File: src/rtl/keypad_pkg.sv
// Shared types and helpers for the 4x4 keypad scanner.
// Scan images are indexed row*N_COLS + col, so a single low bit's index is the key code.
package keypad_pkg;

  localparam int unsigned N_ROWS = 4;
  localparam int unsigned N_COLS = 4;
  localparam int unsigned N_KEYS = N_ROWS * N_COLS;

  typedef enum logic [1:0] {
    StIdle,
    StDebounce,
    StPressed,
    StRelease
  } state_e;

  typedef enum logic [1:0] {
    ResNone,
    ResSingle,
    ResMulti
  } scan_res_e;

  // Rows are active-low: count low bits to tell no key / one key / ghosting chord.
  function automatic scan_res_e classify_scan(input logic [N_KEYS-1:0] image);
    int unsigned lows;
    lows = 0;
    for (int i = 0; i < N_KEYS; i++) begin
      if (!image[i]) lows++;
    end
    if (lows == 0) return ResNone;
    if (lows == 1) return ResSingle;
    return ResMulti;
  endfunction

  // Index of the (last) low bit; only meaningful for a ResSingle image.
  function automatic logic [3:0] scan_code(input logic [N_KEYS-1:0] image);
    logic [3:0] code;
    code = '0;
    for (int i = 0; i < N_KEYS; i++) begin
      if (!image[i]) code = 4'(i);
    end
    return code;
  endfunction

endpackage

File: src/rtl/keypad_col_scan.sv
// Column driver: dwells SCAN_DIV cycles per column, strobes the last dwell cycle
// for row sampling and flags the end of a full 4-column scan.
module keypad_col_scan #(
  parameter int unsigned SCAN_DIV = 25000
) (
  input  logic       clock,
  input  logic       reset,
  output logic [1:0] col_idx,
  output logic [3:0] col_out,
  output logic       sample_strobe,
  output logic       scan_end
);

  localparam int unsigned DwellW = $clog2(SCAN_DIV + 1);

  logic [DwellW-1:0] dwell_q;
  logic [1:0]        col_q;

  assign sample_strobe = (dwell_q == DwellW'(SCAN_DIV - 1));
  assign scan_end      = sample_strobe && (col_q == 2'd3);
  assign col_idx       = col_q;
  assign col_out       = ~(4'b0001 << col_q);

  // Dwell counter wraps on the sample cycle and steps the column (3 wraps to 0).
  always_ff @(posedge clock) begin
    if (reset) begin
      dwell_q <= '0;
      col_q   <= '0;
    end else if (sample_strobe) begin
      dwell_q <= '0;
      col_q   <= col_q + 2'd1;
    end else begin
      dwell_q <= dwell_q + DwellW'(1);
    end
  end

endmodule

File: src/rtl/keypad_scanner.sv
// 4x4 matrix keypad scanner with per-scan debounce of press and release.
// Optional auto-repeat while held: define KEYPAD_AUTO_REPEAT_EN.
module keypad_scanner
  import keypad_pkg::*;
#(
  parameter int unsigned SCAN_DIV       = 25000,
  parameter int unsigned DEBOUNCE_SCANS = 20,
  parameter int unsigned REPEAT_SCANS   = 250
) (
  input  logic       clock,
  input  logic       reset,
  input  logic [3:0] row_in,
  output logic [3:0] col_out,
  output logic [3:0] key_code,
  output logic       key_valid,
  output logic       key_held
);

  if (SCAN_DIV < 4 || DEBOUNCE_SCANS < 1 || REPEAT_SCANS < 1) begin : g_param_check
    $error("keypad_scanner: parameter out of range");
  end

  localparam int unsigned CntW = $clog2(DEBOUNCE_SCANS + 1);
  localparam logic [CntW-1:0] CntMax = CntW'(DEBOUNCE_SCANS);

  logic [1:0]        col_idx;
  logic              sample_strobe;
  logic              scan_end;
  logic [3:0]        row_meta_q;
  logic [3:0]        row_sync_q;
  logic [N_KEYS-1:0] image_q;
  logic [N_KEYS-1:0] img_now;
  scan_res_e         scan_res;
  logic [3:0]        scan_key;
  state_e            state_q;
  logic [CntW-1:0]   cnt_q;
  logic [CntW-1:0]   cnt_inc;
  logic [3:0]        cand_q;

  keypad_col_scan #(
    .SCAN_DIV(SCAN_DIV)
  ) u_col_scan (
    .clock        (clock),
    .reset        (reset),
    .col_idx      (col_idx),
    .col_out      (col_out),
    .sample_strobe(sample_strobe),
    .scan_end     (scan_end)
  );

  // Two-flop synchronizer; idles high so a reset looks like "no key".
  always_ff @(posedge clock) begin
    if (reset) begin
      row_meta_q <= 4'hF;
      row_sync_q <= 4'hF;
    end else begin
      row_meta_q <= row_in;
      row_sync_q <= row_meta_q;
    end
  end

  // Current column's rows merged into the image so scan end sees column 3 too.
  always_comb begin
    img_now = image_q;
    for (int r = 0; r < N_ROWS; r++) begin
      img_now[r * N_COLS + int'(col_idx)] = row_sync_q[r];
    end
  end

  // Accumulate one column of the scan image per sample strobe.
  always_ff @(posedge clock) begin
    if (reset) begin
      image_q <= '1;
    end else if (sample_strobe) begin
      image_q <= img_now;
    end
  end

  assign scan_res = classify_scan(img_now);
  assign scan_key = scan_code(img_now);
  assign cnt_inc  = (cnt_q < CntMax) ? cnt_q + CntW'(1) : cnt_q;

`ifdef KEYPAD_AUTO_REPEAT_EN
  localparam int unsigned RptW = $clog2(REPEAT_SCANS + 1);
  logic [RptW-1:0] rpt_q;
  logic [RptW-1:0] rpt_inc;
  assign rpt_inc = rpt_q + RptW'(1);
`endif

  // Debounce FSM, stepped once per completed scan; outputs are registered.
  always_ff @(posedge clock) begin
    if (reset) begin
      state_q   <= StIdle;
      cnt_q     <= '0;
      cand_q    <= '0;
      key_code  <= '0;
      key_valid <= 1'b0;
      key_held  <= 1'b0;
`ifdef KEYPAD_AUTO_REPEAT_EN
      rpt_q     <= '0;
`endif
    end else begin
      key_valid <= 1'b0;
      if (scan_end) begin
        unique case (state_q)
          StIdle: begin
            if (scan_res == ResSingle) begin
              cand_q <= scan_key;
              if (DEBOUNCE_SCANS <= 1) begin
                state_q   <= StPressed;
                key_code  <= scan_key;
                key_valid <= 1'b1;
                key_held  <= 1'b1;
                cnt_q     <= '0;
`ifdef KEYPAD_AUTO_REPEAT_EN
                rpt_q     <= '0;
`endif
              end else begin
                state_q <= StDebounce;
                cnt_q   <= CntW'(1);
              end
            end
          end
          StDebounce: begin
            if (scan_res == ResSingle && scan_key == cand_q) begin
              if (cnt_inc >= CntMax) begin
                state_q   <= StPressed;
                key_code  <= cand_q;
                key_valid <= 1'b1;
                key_held  <= 1'b1;
                cnt_q     <= '0;
`ifdef KEYPAD_AUTO_REPEAT_EN
                rpt_q     <= '0;
`endif
              end else begin
                cnt_q <= cnt_inc;
              end
            end else begin
              state_q <= StIdle;
              cnt_q   <= '0;
            end
          end
          StPressed: begin
            if (scan_res == ResNone) begin
              if (DEBOUNCE_SCANS <= 1) begin
                state_q  <= StIdle;
                key_held <= 1'b0;
                cnt_q    <= '0;
              end else begin
                state_q <= StRelease;
                cnt_q   <= CntW'(1);
              end
            end else begin
`ifdef KEYPAD_AUTO_REPEAT_EN
              if (32'(rpt_inc) >= REPEAT_SCANS) begin
                rpt_q     <= '0;
                key_valid <= 1'b1;
              end else begin
                rpt_q <= rpt_inc;
              end
`endif
            end
          end
          StRelease: begin
            if (scan_res == ResNone) begin
              if (cnt_inc >= CntMax) begin
                state_q  <= StIdle;
                key_held <= 1'b0;
                cnt_q    <= '0;
              end else begin
                cnt_q <= cnt_inc;
              end
            end else begin
              // Bounce during release: still the same press, no new key_valid.
              state_q <= StPressed;
              cnt_q   <= '0;
`ifdef KEYPAD_AUTO_REPEAT_EN
              rpt_q   <= '0;
`endif
            end
          end
          default: begin
            state_q <= StIdle;
            cnt_q   <= '0;
          end
        endcase
      end
    end
  end

endmodule

File: config.mk
export PLATFORM = sky130hd
export DESIGN_NAME = keypad_scanner
export DESIGN_NICKNAME = d
export VERILOG_FILES = /design/src/rtl/keypad_pkg.sv /design/src/rtl/keypad_col_scan.sv /design/src/rtl/keypad_scanner.sv
export SDC_FILE = /design/constraint.sdc
export NUM_CORES = 1
export LEC_CHECK = 0
export ABC_AREA = 1
export CORE_MARGIN = 2
export CORE_UTILIZATION = 45
export CTS_CLUSTER_DIAMETER = 40
export DETAILED_ROUTE_END_ITERATION = 16
export PLACE_DENSITY = 0.58
export SETUP_SLACK_MARGIN = 0.3
export SYNTH_ARGS = -nofsm -noshare
export SYNTH_HDL_FRONTEND = slang
export SYNTH_HIERARCHICAL = 1
export SYNTH_SLANG_ARGS = --single-unit
File: constraint.sdc
create_clock -name clock -period 27 [get_ports clock]
set_input_delay 4.05 -clock clock [delete_from_list [all_inputs] [get_ports clock]]
set_output_delay 4.05 -clock clock [all_outputs]
set_load 0.01 [all_outputs]
== After elaboration in Yosys (flattened, before gate mapping) ==
Cells that the tools add are included.
Widths: inputs -> output; s select.

* Add/sub/neg operators: 21
* $lt $le $gt $ge: 10
* Eq/ne operators: 16
* Shift-type cells: 1
* Muxes and demuxes: 70
* Bitwise operators: 4
* Reductions and logical operators: 17

{| class="wikitable"
|+ Operators with widths
! operator !! number
|-
| $add 32x1->32 const B || 15
|-
| $mux 32 || 15
|-
| $bwmux 16 || 4
|-
| $mux 4 || 14
|-
| $eq 32x1->1 const B || 1
|-
| $logic_not 32->1 || 1
|-
| $mux 5 || 6
|-
| $mux 2 || 10
|-
| $pmux 5 s4 || 1
|-
| $add 15x1->15 const B || 1
|-
| $eq 15x15->1 const B || 1
|-
| $lt 5x5->1 const B || 3
|-
| $mux 1 || 14
|-
| $demux 1 s4 || 3
|-
| $ne 2x2->1 const B || 6
|-
| $add 4x2->5 const A || 2
|-
| $ge 5x1->1 const B || 2
|-
| $pmux 2 s4 || 1
|-
| $eq 2x2->1 const B || 3
|-
| $logic_and 1x1->1 || 6
|-
| $ne 3x3->1 const B || 2
|-
| $reduce_and 3->1 || 2
|-
| $reduce_and 6->1 || 1
|-
| $add 5x1->5 const B || 1
|-
| other kinds (20) || 24
|}

* Bits in registers: 58
* Bits of input ports: 6
* Output and inout port bits: 10
* Logic and storage cells: 150

== Logic depth before layout (Yosys ltp) ==
* Depth after elaboration: 48
* Depth in mapped cells: 66
* Mapped depth without buffers: 65

== Hierarchy ==
Netlist, hierarchy kept.

{| class="wikitable"
|+ By module, submodules not included
! module !! instances !! cells each !! area an instance (µm²) !! seq. area each (µm²)
|-
| keypad_scanner || 1 || 686 || 4,126.5 || 820.8
|-
| keypad_col_scan || 1 || 156 || 1,037.2 || 340.3
|}

== Least setup slack after synthesis ==
Ideal clock, no wire load.

* Path type: reg2reg
* Start: register u_col_scan.col_q[0] (netlist: u_col_scan/col_idx[0])
* End: register state_q[1]
* Library setup time: 0.113 ns
* Arrival time: 8.675 ns
* Required time: 26.887 ns
* Path slack: 18.212 ns
* Cell stages (with the launch flop): 65
* Buffers on the path: 1
* Period minus slack after synthesis: 8.788 ns
* Cell sequence: dfxtp_1 > inv_2 > or2_1 > buf_4 > o21ai_0 > inv_1 > ha_1 > inv_1 > nand3_1 > nand2_1 > ha_1 > nand2_1 > nand2_1 > ha_1 > or2_1 > nand2_1 > inv_1 > ha_1 > [29 not listed] > o21ai_0 > ha_1 > nand3_1 > inv_2 > nand2_1 > nand2_1 > nand2_1 > inv_2 > nor2_2 > nand2_2 > nor2_4 > nand3_1 > nand2_1 > nand2_2 > nand2_4 > nand2_1 > nand2_1 > nor2_1

* Elaborated cells between the ends (all ways): 95
* Classes of those cells: 18 x add/sub; 8 x order compare; 8 x eq/ne; 52 x mux; 9 x reduce/logical

{| class="wikitable"
|+ RTL lines
! what !! RTL line !! RTL
|-
| start, declared || keypad_col_scan.sv:17 || <nowiki>logic [1:0] col_q;</nowiki>
|-
| start signal, assigned || keypad_col_scan.sv:31 || <nowiki>col_q <= col_q + 2'd1;</nowiki>
|-
| $add 3x2->4 (tied with other cells) || keypad_scanner.sv:66 || <nowiki>img_now[r * N_COLS + int'(col_idx)] = row_sync_q[r];</nowiki>
|-
| $lt 4x5->1 (not written as such) (tied with other cells) || keypad_scanner.sv:66 ||
|-
| $logic_and 1x1->1 (not written as such) / $mux 1 (equally long branches) || keypad_scanner.sv:66 ||
|-
| $mux 1 (not written as such) / $demux 1 s2 (equally long branches) || keypad_scanner.sv:66 ||
|-
| $demux 1 s4 / $bwmux 16 (equally long branches) || keypad_scanner.sv:66 ||
|-
| $bwmux 16 (2 in series) || keypad_scanner.sv:66 ||
|-
| $bwmux 16 * || keypad_scanner.sv:66 ||
|-
| net img_now[1] || keypad_scanner.sv:32 || <nowiki>logic [N_KEYS-1:0] img_now;</nowiki>
|-
| [29 not listed] || - ||
|-
| $eq 32x1->1 || keypad_pkg.sv:30 || <nowiki>if (lows == 1) return ResSingle;</nowiki>
|-
| $mux 1 (2 in series) || keypad_pkg.sv:30 ||
|-
| $mux 2 || keypad_pkg.sv:31 || <nowiki>return ResMulti;</nowiki>
|-
| $mux 2 || keypad_pkg.sv:30 ||
|-
| $eq 2x1->1 || keypad_scanner.sv:107, keypad_scanner.sv:125 ||
|-
| $logic_and 1x1->1 || keypad_scanner.sv:125 || <nowiki>if (scan_res == ResSingle && scan_key == cand_q) begin</nowiki>
|-
| $ne 3x3->1 (no line) / $mux 2 (equally long branches) || - ||
|-
| $reduce_and 5->1 (no line) / $pmux 2 s4 (equally long branches) || - ||
|-
| end signal, assigned || keypad_scanner.sv:110 || <nowiki>state_q <= StPressed;</nowiki>
|-
| end signal, assigned || keypad_scanner.sv:119 || <nowiki>state_q <= StDebounce;</nowiki>
|-
| end signal, assigned || keypad_scanner.sv:127 || <nowiki>state_q <= StPressed;</nowiki>
|-
| end, declared || keypad_scanner.sv:35 || <nowiki>state_e state_q;</nowiki>
|}

Mark *: on every way through the listed nets, which the timed path passes. The rest lies on a longest branch. The select of a mux whose other input is x is not followed.
A chain may end at the register's enable or synchronous reset.

== Worst setup path after layout ==
* Start: register u_col_scan.col_q[0] (netlist: u_col_scan/col_idx[0])
* End: register key_code[2]

* Elaborated cells between the ends (all ways): 87
* Classes of those cells: 18 x add/sub; 8 x order compare; 4 x eq/ne; 49 x mux; 8 x reduce/logical

{| class="wikitable"
|+ RTL lines
! what !! RTL line !! RTL
|-
| $add 3x2->4 (tied with other cells) || keypad_scanner.sv:66 ||
|-
| $lt 4x5->1 (not written as such) (tied with other cells) || keypad_scanner.sv:66 ||
|-
| $logic_and 1x1->1 (not written as such) / $mux 1 (equally long branches) || keypad_scanner.sv:66 ||
|-
| $mux 1 (not written as such) / $demux 1 s2 (equally long branches) || keypad_scanner.sv:66 ||
|-
| $demux 1 s4 / $bwmux 16 (equally long branches) || keypad_scanner.sv:66 ||
|-
| $bwmux 16 (2 in series) || keypad_scanner.sv:66 ||
|-
| $bwmux 16 * || keypad_scanner.sv:66 ||
|-
| net img_now[1] || keypad_scanner.sv:32 ||
|-
| [28 not listed] || - ||
|-
| $mux 32 || keypad_pkg.sv:27 || <nowiki>if (!image[i]) lows++;</nowiki>
|-
| $eq 32x1->1 || keypad_pkg.sv:30 ||
|-
| $mux 1 (2 in series) || keypad_pkg.sv:30 ||
|-
| $mux 2 || keypad_pkg.sv:31 ||
|-
| $mux 2 || keypad_pkg.sv:30 ||
|-
| $eq 2x1->1 || keypad_scanner.sv:125 ||
|-
| $logic_and 1x1->1 * || keypad_scanner.sv:125 ||
|-
| $reduce_and 4->1 (no line) * || - ||
|-
| end signal, assigned || keypad_scanner.sv:111 || <nowiki>key_code <= scan_key;</nowiki>
|-
| end signal, assigned || keypad_scanner.sv:128 || <nowiki>key_code <= cand_q;</nowiki>
|-
| end, declared || keypad_scanner.sv:14 || <nowiki>output logic [3:0] key_code,</nowiki>
|}

Marks and branches as above.

==> impl_results.md <==
- Max Root-Sink Buffers: 2
- Max Cap Viol: 0
- Number of antenna repair diodes: 0
- Placed cell count: slightly below 1000
- CP Capture Type: flop
- GRT Residual Overflow: 0
- First-pass GRT wire length: 20.4 mm
- Via/cell ratio: roughly 5
- Highest layer used for signal routing: met4
- Unrepaired setup endpoints after global routing: false
- Worst path arrival time: 9.90 ns
- Max incr delay on CP: 0.52 ns
- Maximum clock rate: roughly 100 MHz
- CTS tree: yes
- WL per Instance: 10.9 um
- Initial antenna violation count: 0
- Hold_ws: ~0.41 ns
- Final Routed Wirelength: between 10 and 15 mm
- Worst-Skew Late Latency: 0.33 ns
- Antenna viol nets, final: 0
- Final Hold Fails: 0
- Seq. cell area: approximately 1200 um2
- Seq cells post-synth: 58
- Slowest-stage cell, CP: dfxtp_1
- Slew @ Worst Pin: 0.807 ns
- Via count: a little under 5000
- Starting DRT DRC Count: 249
- Worst-case reg-to-reg path depth: 61
- FP Rows: 39
- Worst Path Required: approximately 27 ns
- Share of cells above drive strength 1: 0.187
- GP Congestion: roughly 0.86
- Register area share after synthesis: 0.225
- Crit Path Category: reg2reg
- Clk slew on worst S/H paths: 0.05 ns
- Clock Sinks: 58
- Layout Nets: a little under 900
- Starting Density: 0.456
- Hold Buf Count CTS: 0
- Vias in the first global route: around 4800
- Max_slew headroom: 0.461
- Worst hold stages: 1
- Layout Cells excl Fill: between 1000 and 1500
- Hold Crit Class: reg2reg
- Yosys top cell by area: dfxtp_1
- CTS H-tree depth: 3
- Clk pwr share: 0.528
- Post-synthesis cell type count: 39
- Die Wd: roughly 110 um
- Syn_nets: about 870
- Critical Path Most Common Cell: nand2_1
- Post-synth top area share: 0.225
- Gr usage total: 0.193
- Critical path peak fanout: 9
- First-pass detailed-route iteration total: 5
- Mean Syn Cell Area: around 6.1 um2
- Seq pwr share: 0.403
- Total CTS buffers: 9
- Post-layout util: 0.508
- Met2 wire length: 4.98 mm
- Clock skew: 0.00423 ns
- Pin count of the biggest net entering global routing: 33
- # DRC: 0
- Root buffer selected by CTS: clkbuf_16
- Setup violators final: 0
- Sw frac: 0.227
- Area occupied by multi-input gates: between 3000 and 4000 um2
- Core area: around 11000 um2
- Metal3 WL: 243 um
- Filler cells: 1165
- # IOs: 16
- Count of pins over their slew limit: 0
- Post-Syn Instances: approximately 840
- Leak: approximately 0.0028 uW
- Maximum vdd drop: 34.0 uV
- Synth Warn #: 6
- Switch Pwr: roughly 49 uW
- Post-CTS setup buffers: 0
- EDFF count, synth: 0
- CP startpoint kind: flop
- Internal: 168 uW
- Power share of the combinational group: 0.069
- Die Footprint: ~12000 um2
- Period utilization: 0.359
- FFs w/ async S/R, synth: 0
- Run status: complete, no violations
- I/O Buffers: 15
- Met1 wire length: 5.58 mm
- Die height: between 100 and 150 um
- Synth area leaders: dfxtp_1 22%, nand2_1 15%, inv_1 9.1%
- Post-cts resize count: 0
- Setup_tns: 0 ns
- Minimum clock period: 9.68 ns
- DP Wirelength: roughly 8.8 mm
- Cell Pwr Density: between 30 and 40 nW/um2
- Synth Cell Area: just over 5000 um2
- Dominant synthesized flop cell: dfxtp_1
- P&R area growth vs syn: 11.4%
## Yosys cell counts, types with 9 or more instances
library cell  count
a21oi_1          31
dfxtp_1          58
ha_1             21
inv_1           125
inv_2            16
nand2_1         210
nand2_2          50
nand3_1          78
nand3_2          19
nand4_1           9
nor2_1           78
nor2_2           24
o21ai_0          39
or2_2            14
## worst max-delay path, delay by kind of cell (launching register included)
family,cells,cell delay [ns]
DFF,1,0.52
and+or+nand+nor,36,3.88
AOI/OAI and AO/OA,3,0.53
buffers and inverters,8,0.61
adders and majority gates,14,4.04
## layer usage
layer	global-route usage	vias to the layer above
li1	-	2689
met1	0.258	2166
met2	0.324	60
met3	0.0191	12
met4	0.0667	0
met5	0	-
## placed cells by master, fill, tap and decap left out, types with 9 or more instances in the layout
master,n
nand4_1,9
a21oi_1,31
nand3_2,19
nor2_2,24
clkdlybuf4s50_1,15
or2_2,14
o21ai_0,39
clkbuf_16,9
nor2_1,78
nand3_1,78
inv_2,16
nand2_2,50
ha_1,21
dfxtp_1,58
inv_1,125
nand2_1,210
## power by group through the flow
stage / registers [uW] / clock network (uW) / logic [uW]
finish: 87.5 / 115 / 14.9
CTS: 87.5 / 117 / 15.1
detailed placement: 89.3 / 0 / 15.0
global route: 87.6 / 121 / 17.5
floorplan: 89.0 / 0 / 12.3
global placement: 89.2 / 0 / 14.6
## path summary, 6_finish.rpt
path                          from             to  slack (ns)
min reg2reg          row_meta_q[2]  row_sync_q[2]        0.41
min                  row_meta_q[2]  row_sync_q[2]        0.41
max          u_col_scan/col_idx[0]    key_code[2]       17.32
max reg2reg  u_col_scan/col_idx[0]    key_code[2]       17.32
## per-stage QoR
| step | cell area [um2] | worst slack [ns] | power [uW] |
|---|---|---|---|
| after floorplan | 5160 | 18.21 | 101 |
| after global placement | 5450 | 17.64 | 104 |
| after detailed placement | 5450 | 17.30 | 104 |
| after CTS | 5750 | 17.27 | 220 |
| after global routing | 5750 | 16.21 | 226 |
| final | 5750 | 17.32 | 217 |
## registers in the layout, indices dropped and copies added (netlist names)
name and cells:
cnt_q 5, key_valid 1, key_held 1, state_q 2
u_col_scan/col_idx 2, row_sync_q 4, image_q 16, cand_q 4
row_meta_q 4, key_code 4, u_col_scan/dwell_q 15
## cells by family after synthesis
group / after synthesis / share of synthesized area
buffers and inverters: 151 / 0.115
AND/OR/NAND/NOR: 506 / 0.486
AO/OA/AOI/OAI: 93 / 0.100
flip-flops: 58 / 0.225
XOR/XNOR: 13 / 0.0235
adder cells (fa/ha/maj): 21 / 0.0509
## layout make-up
| type | instances | area share |
|---|---|---|
| multi-input cells | 633 | 0.593 |
| clock inverters | 5 | 0.00914 |
| inverters | 142 | 0.0927 |
| clock buffers | 11 | 0.0439 |
| well taps | 143 | 0.0311 |
| repair buffers | 17 | 0.0287 |
| flip-flops and latches | 58 | 0.202 |
Note: power is estimated with default switching activity, not from simulation.
